**src/rtl/n100_ilm_ecc_dec.sv**
```systemverilog
// SECDED decoder/corrector for 40-bit ILM/DLM read-return words, with a 2-stage elastic pipeline and error log.
// Define N100_ECC_SCRUB_EN to add the write-back scrub FSM; otherwise the scrub outputs are tied low.
module n100_ilm_ecc_dec #(
  parameter int AW = 16,
  parameter int CW = 8
) (
  input  logic          clk,
  input  logic          rst_n,
  input  logic          ecc_en,
  input  logic          i_valid,
  output logic          i_ready,
  input  logic [AW-1:0] i_addr,
  input  logic [39:0]   i_data,
  output logic          o_valid,
  input  logic          o_ready,
  output logic [31:0]   o_data,
  output logic          o_sbe,
  output logic          o_dbe,
  output logic          err_vld,
  output logic [AW-1:0] err_addr,
  output logic [6:0]    err_syndrome,
  input  logic          err_clr,
  output logic [CW-1:0] sbe_cnt,
  output logic [CW-1:0] dbe_cnt,
  output logic          scrub_req,
  input  logic          scrub_ack,
  output logic [AW-1:0] scrub_addr,
  output logic [39:0]   scrub_wdata
);

  // Place data bits into codeword positions 1..38; power-of-2 positions stay empty.
  function automatic logic [38:1] spread(input logic [31:0] d);
    logic [38:1] cw;
    logic [4:0]  j;
    cw = '0;
    j  = '0;
    for (int p = 1; p <= 38; p++) begin
      if ((p & (p - 1)) != 0) begin
        cw[p] = d[j];
        j     = j + 5'd1;
      end
    end
    return cw;
  endfunction

  function automatic logic [31:0] gather(input logic [38:1] cw);
    logic [31:0] d;
    logic [4:0]  j;
    d = '0;
    j = '0;
    for (int p = 1; p <= 38; p++) begin
      if ((p & (p - 1)) != 0) begin
        d[j] = cw[p];
        j    = j + 5'd1;
      end
    end
    return d;
  endfunction

  function automatic logic [5:0] hamming(input logic [38:1] cw);
    logic [5:0] c;
    c = '0;
    for (int k = 0; k < 6; k++) begin
      for (int p = 1; p <= 38; p++) begin
        if (((p >> k) & 1) != 0) c[k] = c[k] ^ cw[p];
      end
    end
    return c;
  endfunction

  logic          s1_vld, s1_en, s1_adv, s1_load;
  logic [AW-1:0] s1_addr;
  logic [31:0]   s1_data;
  logic [6:0]    s1_syn;
  logic [6:0]    syn_in;
  logic          s2_vld, s2_load, out_hs;
  logic [AW-1:0] s2_addr;
  logic [6:0]    s2_syn;
  logic [31:0]   fix_data;
  logic          fix_sbe, fix_dbe;
  logic [38:1]   flip;
  logic [5:0]    syn_s;
  logic          syn_p;
  logic          new_err, log_dbe;

  assign s2_load = !s2_vld || o_ready;
  assign s1_adv  = s1_vld && s2_load;
  assign s1_load = !s1_vld || s1_adv;
  assign i_ready = s1_load;
  assign o_valid = s2_vld;
  assign out_hs  = s2_vld && o_ready;

  assign syn_in = {^i_data[38:0], i_data[37:32] ^ hamming(spread(i_data[31:0]))};

  always_ff @(posedge clk or negedge rst_n) begin
    if (!rst_n) begin
      s1_vld  <= 1'b0;
      s1_en   <= 1'b0;
      s1_addr <= '0;
      s1_data <= '0;
      s1_syn  <= '0;
    end else if (s1_load) begin
      s1_vld <= i_valid;
      if (i_valid) begin
        s1_en   <= ecc_en;
        s1_addr <= i_addr;
        s1_data <= i_data[31:0];
        s1_syn  <= syn_in;
      end
    end
  end

  // Flipping a check-bit slot (or nothing, s=0) leaves the gathered data untouched.
  always_comb begin
    syn_s    = s1_syn[5:0];
    syn_p    = s1_syn[6];
    fix_data = s1_data;
    fix_sbe  = 1'b0;
    fix_dbe  = 1'b0;
    flip     = '0;
    for (int p = 1; p <= 38; p++) begin
      if (p[5:0] == syn_s) flip[p] = 1'b1;
    end
    if (s1_en) begin
      if (!syn_p) begin
        fix_dbe = (syn_s != 6'd0);
      end else if (syn_s > 6'd38) begin
        fix_dbe = 1'b1;
      end else begin
        fix_sbe  = 1'b1;
        fix_data = gather(spread(s1_data) ^ flip);
      end
    end
  end

  always_ff @(posedge clk or negedge rst_n) begin
    if (!rst_n) begin
      s2_vld  <= 1'b0;
      s2_addr <= '0;
      s2_syn  <= '0;
      o_data  <= '0;
      o_sbe   <= 1'b0;
      o_dbe   <= 1'b0;
    end else if (s2_load) begin
      s2_vld <= s1_vld;
      if (s1_vld) begin
        s2_addr <= s1_addr;
        s2_syn  <= s1_syn;
        o_data  <= fix_data;
        o_sbe   <= fix_sbe;
        o_dbe   <= fix_dbe;
      end
    end
  end

  assign new_err = out_hs && (o_sbe || o_dbe);

  always_ff @(posedge clk or negedge rst_n) begin
    if (!rst_n) begin
      err_vld      <= 1'b0;
      log_dbe      <= 1'b0;
      err_addr     <= '0;
      err_syndrome <= '0;
      sbe_cnt      <= '0;
      dbe_cnt      <= '0;
    end else if (err_clr) begin
      err_vld      <= new_err;
      log_dbe      <= new_err && o_dbe;
      err_addr     <= new_err ? s2_addr : '0;
      err_syndrome <= new_err ? s2_syn : '0;
      sbe_cnt      <= (out_hs && o_sbe) ? CW'(1) : '0;
      dbe_cnt      <= (out_hs && o_dbe) ? CW'(1) : '0;
    end else begin
      if (new_err && (!err_vld || (o_dbe && !log_dbe))) begin
        err_vld      <= 1'b1;
        log_dbe      <= o_dbe;
        err_addr     <= s2_addr;
        err_syndrome <= s2_syn;
      end
      if (out_hs && o_sbe && !(&sbe_cnt)) sbe_cnt <= sbe_cnt + CW'(1);
      if (out_hs && o_dbe && !(&dbe_cnt)) dbe_cnt <= dbe_cnt + CW'(1);
    end
  end

`ifdef N100_ECC_SCRUB_EN
  // state  | meaning
  // S_IDLE | no scrub pending; next handshaken SBE word is captured
  // S_REQ  | scrub_req held with latched addr/word until scrub_ack
  typedef enum logic {S_IDLE = 1'b0, S_REQ = 1'b1} scrub_state_t;

  scrub_state_t state, state_nxt;
  logic         scrub_go;

  function automatic logic [39:0] encode(input logic [31:0] d);
    logic [5:0] h;
    h = hamming(spread(d));
    return {1'b0, ^{h, d}, h, d};
  endfunction

  logic unused_bits;
  assign unused_bits = i_data[39];

  assign scrub_go = (state == S_IDLE) && out_hs && o_sbe;

  always_ff @(posedge clk or negedge rst_n) begin
    if (!rst_n) state <= S_IDLE;
    else        state <= state_nxt;
  end

  always_comb begin
    state_nxt = state;
    case (state)
      S_IDLE:  if (scrub_go) state_nxt = S_REQ;
      S_REQ:   if (scrub_ack) state_nxt = S_IDLE;
      default: state_nxt = S_IDLE;
    endcase
  end

  always_comb begin
    scrub_req = (state == S_REQ);
  end

  always_ff @(posedge clk or negedge rst_n) begin
    if (!rst_n) begin
      scrub_addr  <= '0;
      scrub_wdata <= '0;
    end else if (scrub_go) begin
      scrub_addr  <= s2_addr;
      scrub_wdata <= encode(o_data);
    end
  end
`else
  logic unused_bits;
  assign unused_bits = ^{i_data[39], scrub_ack};

  assign scrub_req   = 1'b0;
  assign scrub_addr  = '0;
  assign scrub_wdata = '0;
`endif

endmodule
```
**config.mk**
```make
export PLATFORM = sky130hd
export DESIGN_NAME = n100_ilm_ecc_dec
export DESIGN_NICKNAME = d
export VERILOG_FILES = /design/src/rtl/n100_ilm_ecc_dec.sv
export SDC_FILE = /design/constraint.sdc
export NUM_CORES = 1
export LEC_CHECK = 0
export BUFFER_PORTS_ARGS = -buffer_cell sky130_fd_sc_hd__buf_2
export CORE_MARGIN = 1.5
export CORE_UTILIZATION = 44
export CTS_BUF_LIST = sky130_fd_sc_hd__clkbuf_8
export DETAILED_ROUTE_END_ITERATION = 10
export HOLD_SLACK_MARGIN = 0.05
export PLACE_DENSITY = 0.68
export SLEW_MARGIN = 20
export SYNTH_ARGS = -nofsm -noshare
export SYNTH_HDL_FRONTEND = slang
export SYNTH_SLANG_ARGS = --single-unit
```
**constraint.sdc**
```tcl
create_clock -name clk -period 2.6 [get_ports clk]
set_clock_uncertainty 0.15 [all_clocks]
set_input_delay 0.39 -clock clk [delete_from_list [all_inputs] [get_ports clk]]
set_output_delay 0.39 -clock clk [all_outputs]
set_load 0.1 [all_outputs]
```
==> results of run 1 <==
-- worst paths after layout --
| path | depth (start not counted) | start | slack [ns] | endpoint |
|---|---|---|---|---|
| hold / removal | 2 | i_data[18] | 0.07 | s1_data[18] |
| setup reg to reg | 6 | sbe_cnt[0] | 0.56 | sbe_cnt[7] |
| hold reg to reg | 2 | o_data[28] | 0.32 | o_data[28] |
| min in group asynchronous | 2 | rst_n | 0.28 | s1_addr[6] |
| setup / recovery | 8 | i_data[13] | 0.24 | s1_syn[6] |
| max in group asynchronous | 3 | rst_n | 1.31 | o_valid |
-- cell type report --
cell class | count | area [µm²] | share of cell area (%)
Multi-Input combinational cell | 517 | 3470 | 37.7
Clock inverter | 13 | 180 | 1.95
Timing Repair Buffer | 175 | 1100 | 12.0
Sequential cell | 156 | 3910 | 42.4
Inverter | 2 | 7.51 | 0.0814
Tap cell | 225 | 282 | 3.05
Clock buffer | 19 | 262 | 2.84
-- flip-flops by register name (all words and copies together), names as in the netlist, 8 cells and up --
name,flops
s2_addr,16
s1_data,32
o_data,32
err_addr,16
s1_addr,16
dbe_cnt,8
sbe_cnt,8
-- cells by family after synthesis --
family	after synthesis	synth area share, %
DFF	156	50.8
buffers and inverters	87	7.05
AOI/OAI and AO/OA	82	5.80
adders and majority gates	2	0.326
muxes	74	10.8
other	1	0.0488
and+or+nand+nor	193	11.3
xor gates and xnor gates	109	13.9
-- cells in the mapped netlist, types with 2 or more instances --
| cell | n | share of area (%) |
|---|---|---|
| a21oi_1 | 4 | 0.26 |
| a31o_2 | 2 | 0.23 |
| and2_1 | 3 | 0.24 |
| and3_1 | 2 | 0.16 |
| buf_4 | 57 | 5.6 |
| clkbuf_1 | 27 | 1.3 |
| dfrtp_1 | 156 | 51 |
| ha_1 | 2 | 0.33 |
| inv_1 | 2 | 0.098 |
| mux2_2 | 72 | 11 |
| mux2i_1 | 2 | 0.26 |
| nand2_1 | 108 | 5.3 |
| nand2b_1 | 6 | 0.49 |
| nand3_1 | 17 | 1.1 |
| nand3b_1 | 2 | 0.20 |
| nand4_1 | 9 | 0.73 |
| nor2_1 | 28 | 1.4 |
| nor2b_1 | 4 | 0.33 |
| nor3_1 | 2 | 0.13 |
| nor3b_1 | 2 | 0.20 |
| o21ai_0 | 66 | 4.3 |
| or3_1 | 4 | 0.33 |
| xnor2_1 | 63 | 7.2 |
| xnor2_2 | 2 | 0.42 |
| xnor3_1 | 5 | 1.5 |
| xor2_1 | 37 | 4.2 |
-- report_power, final --
part | switching, mW | internal, mW | total [mW]
clock | 0.973 | 1.03 | 2.00
combinational | 3.29 | 0.998 | 4.29
sequential | 0.456 | 2.97 | 3.43
total | 4.72 | 5.00 | 9.72
-- routing by layer --
layer | GRT usage (%) | routed length [µm]
met1 | 26.7 | 7980
met2 | 27.9 | 7550
met3 | 4.43 | 801
met4 | 6.03 | 260
met5 | 0 | 0
-- through the flow --
step | hold slack [ns] | setup TNS, ns
5_1_grt | 0.0524 | 0
3_5_place_dp | 0.223 | 0
6_report | 0.0748 | 0
3_3_place_gp | 0.221 | 0
4_1_cts | 0.0530 | 0
2_1_floorplan | -0.0556 | -5.92
-- timing repair --
item                                   4_1_cts  5_1_grt
setup endpoints to repair                    0        0
setup buffers                                0        0
hold buffers                                25        0
endpoints found under the hold margin       71        0
==> results.yml, run 1 <==
status:
  status: "finished, final reports clean"
clocking:
  cts_root_buffer: "clkbuf_8"
  cts_tree: "yes"
  clkTransAtPathRegs_ns: 0.09
  clock_latency_ns: 0.46
  cts_buffer_depth: 2
  cts.htree.levels: 4
  cts_resized: 0
  cts_buffers: 17
  cts.sinks: 156
finish:
  syn2layout_area_growth_pct: 20.0
  layout-drive-gt1-share_pct: 30.3
  final_area_um2: 9220
  n_antenna_cell: 0
  final_common_cell: "dfrtp_1"
  finalNonFillerCells: 1107
  final_cell_mix: "154 x dfrtp_1, 135 x buf_2, 106 x nand2_1"
  nets: 934
  fill_cells: 1559
  utilization_pct: 53.7
sta:
  finalMaxSlewViolations: 0
  rsz0062_at_grt: "no"
  slew_headroom_pct: 64.3
  hold_viol_final: 0
  setup_violations: 0
  fin_crit_ns: 2.36
  period_share_pct: 90.8
  worst_pin_slew_ns: 0.534
  fmax_mhz: 424
  worst_slack_ns: 0.240
routing:
  routed_wl_mm: 16.6
  avgViaCountPerCell: 4.82
  wl_per_cell_um: 15.0
  first_iter_violations: 322
  ant_nets: 0
  firstDrtPassIters: 5
  drc_errors: 0
  vias: 5335
floorplan:
  ios: 196
  die_area_um2: 18300
  core_um2: 17200
  start_util_pct: 44.7
  die_w_um: 135
  die_height_um: 135
  num_rows: 48
logic_synthesis:
  ys_warn_count: 0
  syn_inst: 704
  synth-edff-count: 0
  ys_seq_elements: 156
  ys_types: 46
  avgSynthCellArea_um2: 10.9
  ys.flop_type: "dfrtp_1"
  syn_area_um2: 7680
  yosysSeqAreaShare_pct: 50.8
  async_flop_share_pct: 100
place:
  port-buffer-count: 136
  placed_area_um2: 8530
  gp_congestion: 0.875
  dp.cells: 1050
  pre_cts_ws_ns: 0.320
  dp_hpwl_mm: 12.2
pwr:
  power.density_nw_per_um2: 1050
  p_leak_nw: 4.24
  ir_drop_mv: 0.683
  total_power_mw: 9.72
critical_path:
  worst_path_most_repeated_cell: "xor2_1"
  cp_slowest_cell: "dlygate4sd3_1"
  critPathArrivalTime_ns: 2.60
  path_cells: "dlygate4sd3_1, buf_2, xnor2_2, xor2_1, xor2_1, xnor2_1, xnor3_1, o21ai_1"
  start_kind: "primary input"
  cp_slowest_stage_delay_ns: 0.54
  crit_family: "XOR/XNOR gates"
  worst-setup-path-type: "primary input to register"
  path_max_fanout: 2
  cp.required_ns: 2.84
  path_buf_inv: 2
  endpoint_kind: "register"
grt:
  grt_pass1_vias: 4857
  overflow: 0
  antenna_found_initial: 0
  track_usage_pct: 18.6
  grt_first_pass_wirelength_mm: 25.7
  grt_max_degree: 61
flow_run:
  maxCapViolCount: 0
worst_hold_path:
  min_path_type: "primary input to register"
Power figures use the tool's default switching activity.
==> run 2: changes to the inputs <==
PLACE_DENSITY = unset   (was 0.68)
PLACE_DENSITY_LB_ADDON = 0.3   (was unset)
clock period = 2.1 ns   (was 2.6 ns; I/O delays follow)
==> run 2 against run 1 <==
Compared with the run above: largest power group unchanged; via count increased by 3.3%; cell area increased by 5.5%; clock power increased by 17%; sequential power increased by 23%; sequential share of layout area decreased by 1.9 points.
==> results.yml, run 2 (synthesis gave the netlist of run 1 again) <==
status:
  status: "finished, final reports clean"
place:
  gp_congestion: 0.865
  pre_cts_ws_ns: -0.0448
  dp_hpwl_mm: 12.4
  placed_area_um2: 8750
  port-buffer-count: 136
  dp.cells: 1069
grt:
  grt_first_pass_wirelength_mm: 27.5
  grt_max_degree: 65
  antenna_found_initial: 0
  grt_pass1_vias: 5316
  overflow: 0
  track_usage_pct: 19.6
clocking:
  cts_buffer_depth: 2
  clkTransAtPathRegs_ns: 0.09
  cts.sinks: 156
  clock_latency_ns: 0.46
  cts_root_buffer: "clkbuf_8"
  cts_tree: "yes"
  cts_buffers: 17
  cts.htree.levels: 4
critical_path:
  critPathArrivalTime_ns: 2.26
  cp.required_ns: 2.34
  rr_worst_depth: 6
  crit_path_end: "s1_syn[6]"
  worstSetupStartpoint: "i_data[0]"
  reg2reg_from: "sbe_cnt[0]"
  path_max_fanout: 3
  r2r_slack_ns: 0.13
  endpoint_kind: "register"
  worst-setup-path-type: "primary input to register"
  reg2reg_to: "sbe_cnt[7]"
  start_kind: "primary input"
sta:
  hold_viol_final: 0
  worst_pin_slew_ns: 0.663
  slew_headroom_pct: 55.7
  fin_crit_ns: 2.03
  worst_slack_ns: 0.0719
  fmax_mhz: 493
  finalMaxSlewViolations: 0
  setup_violations: 0
  period_share_pct: 96.6
  timing.setup.tns_ns: 0
  holdWs_ns: 0.0809
finish:
  final_cell_mix: "140 x dfrtp_1, 133 x buf_2, 106 x nand2_1"
  utilization_pct: 56.6
  finalNonFillerCells: 1151
  reg_top3: "o_data (32), s1_data (32)"
  final_area_um2: 9720
  n_antenna_cell: 0
  final_common_cell: "dfrtp_1"
  layout-drive-gt1-share_pct: 33.3
  syn2layout_area_growth_pct: 26.6
  nets: 979
routing:
  routed_wl_mm: 17.4
  wl_per_cell_um: 15.1
  ant_nets: 0
  firstDrtPassIters: 4
  avgViaCountPerCell: 4.79
  vias: 5512
  first_iter_violations: 266
  drc_errors: 0
floorplan:
  die_w_um: 135
  die_height_um: 135
  start_util_pct: 44.7
  die_area_um2: 18300
  num_rows: 48
  core_um2: 17200
  ios: 196
flow_run:
  maxCapViolCount: 0
pwr:
  total_power_mw: 12.2
  ir_drop_mv: 0.857
  p_leak_nw: 4.45
  power.density_nw_per_um2: 1250
worst_hold_path:
  min_path_type: "primary input to register"
run 2: metal layers:
| metal | global-route usage [%] | vias to the layer above | wire, µm |
|---|---|---|---|
| li1 | - | 2662 | - |
| met1 | 28.0 | 2678 | 8430 |
| met2 | 30.1 | 159 | 7970 |
| met3 | 4.54 | 13 | 831 |
| met4 | 5.26 | 0 | 153 |
| met5 | 0 | - | 0 |
run 2: where the power goes:
| group | leakage (nW) | switching [mW] | internal [mW] | total (mW) |
|---|---|---|---|---|
| Clock | 0.210 | 1.16 | 1.18 | 2.34 |
| Combinational | 2.34 | 4.19 | 1.42 | 5.61 |
| Sequential | 1.90 | 0.532 | 3.69 | 4.23 |
| Total | 4.45 | 5.89 | 6.29 | 12.2 |
run 2: critical path, cell delays in order:
cell           delay [ns]
dlygate4sd3_1        0.53
buf_2                0.15
xor2_1               0.18
xnor2_2              0.27
xnor2_4              0.16
xor2_1               0.20
xnor3_1              0.33
o21ai_1              0.13
run 2: how the worst min path moves through the flow:
stage / from / to / slack (ns) / cells past startpoint
floorplan: rst_n / dbe_cnt[0] / -0.13 / 0
global placement: rst_n / err_addr[5] / 0.15 / 1
detailed placement: rst_n / s2_addr[7] / 0.15 / 1
CTS: o_ready / o_valid / 0.06 / 3
global route: i_data[16] / s1_data[16] / 0.09 / 3
finish: o_ready / o_valid / 0.08 / 3
run 2: timing repair:
| item | CTS | global route |
|---|---|---|
| hold endpoints to repair | 98 | 0 |
| setup buffers | 0 | 2 |
| pin swaps | 0 | 8 |
| gates resized for setup | 1 | 10 |
| gates cloned | 0 | 1 |
| endpoints found under the setup margin | 1 | 26 |
| hold buffers | 49 | 0 |
run 2: cell type report:
cell class / instances / area, µm²
Tap cell: 225 / 282
Multi-Input combinational cell: 518 / 3560
Inverter: 2 / 7.51
Timing Repair Buffer: 219 / 1530
Fill cell: 1541 / 7450
Clock inverter: 14 / 171
Sequential cell: 156 / 3930
Clock buffer: 17 / 234
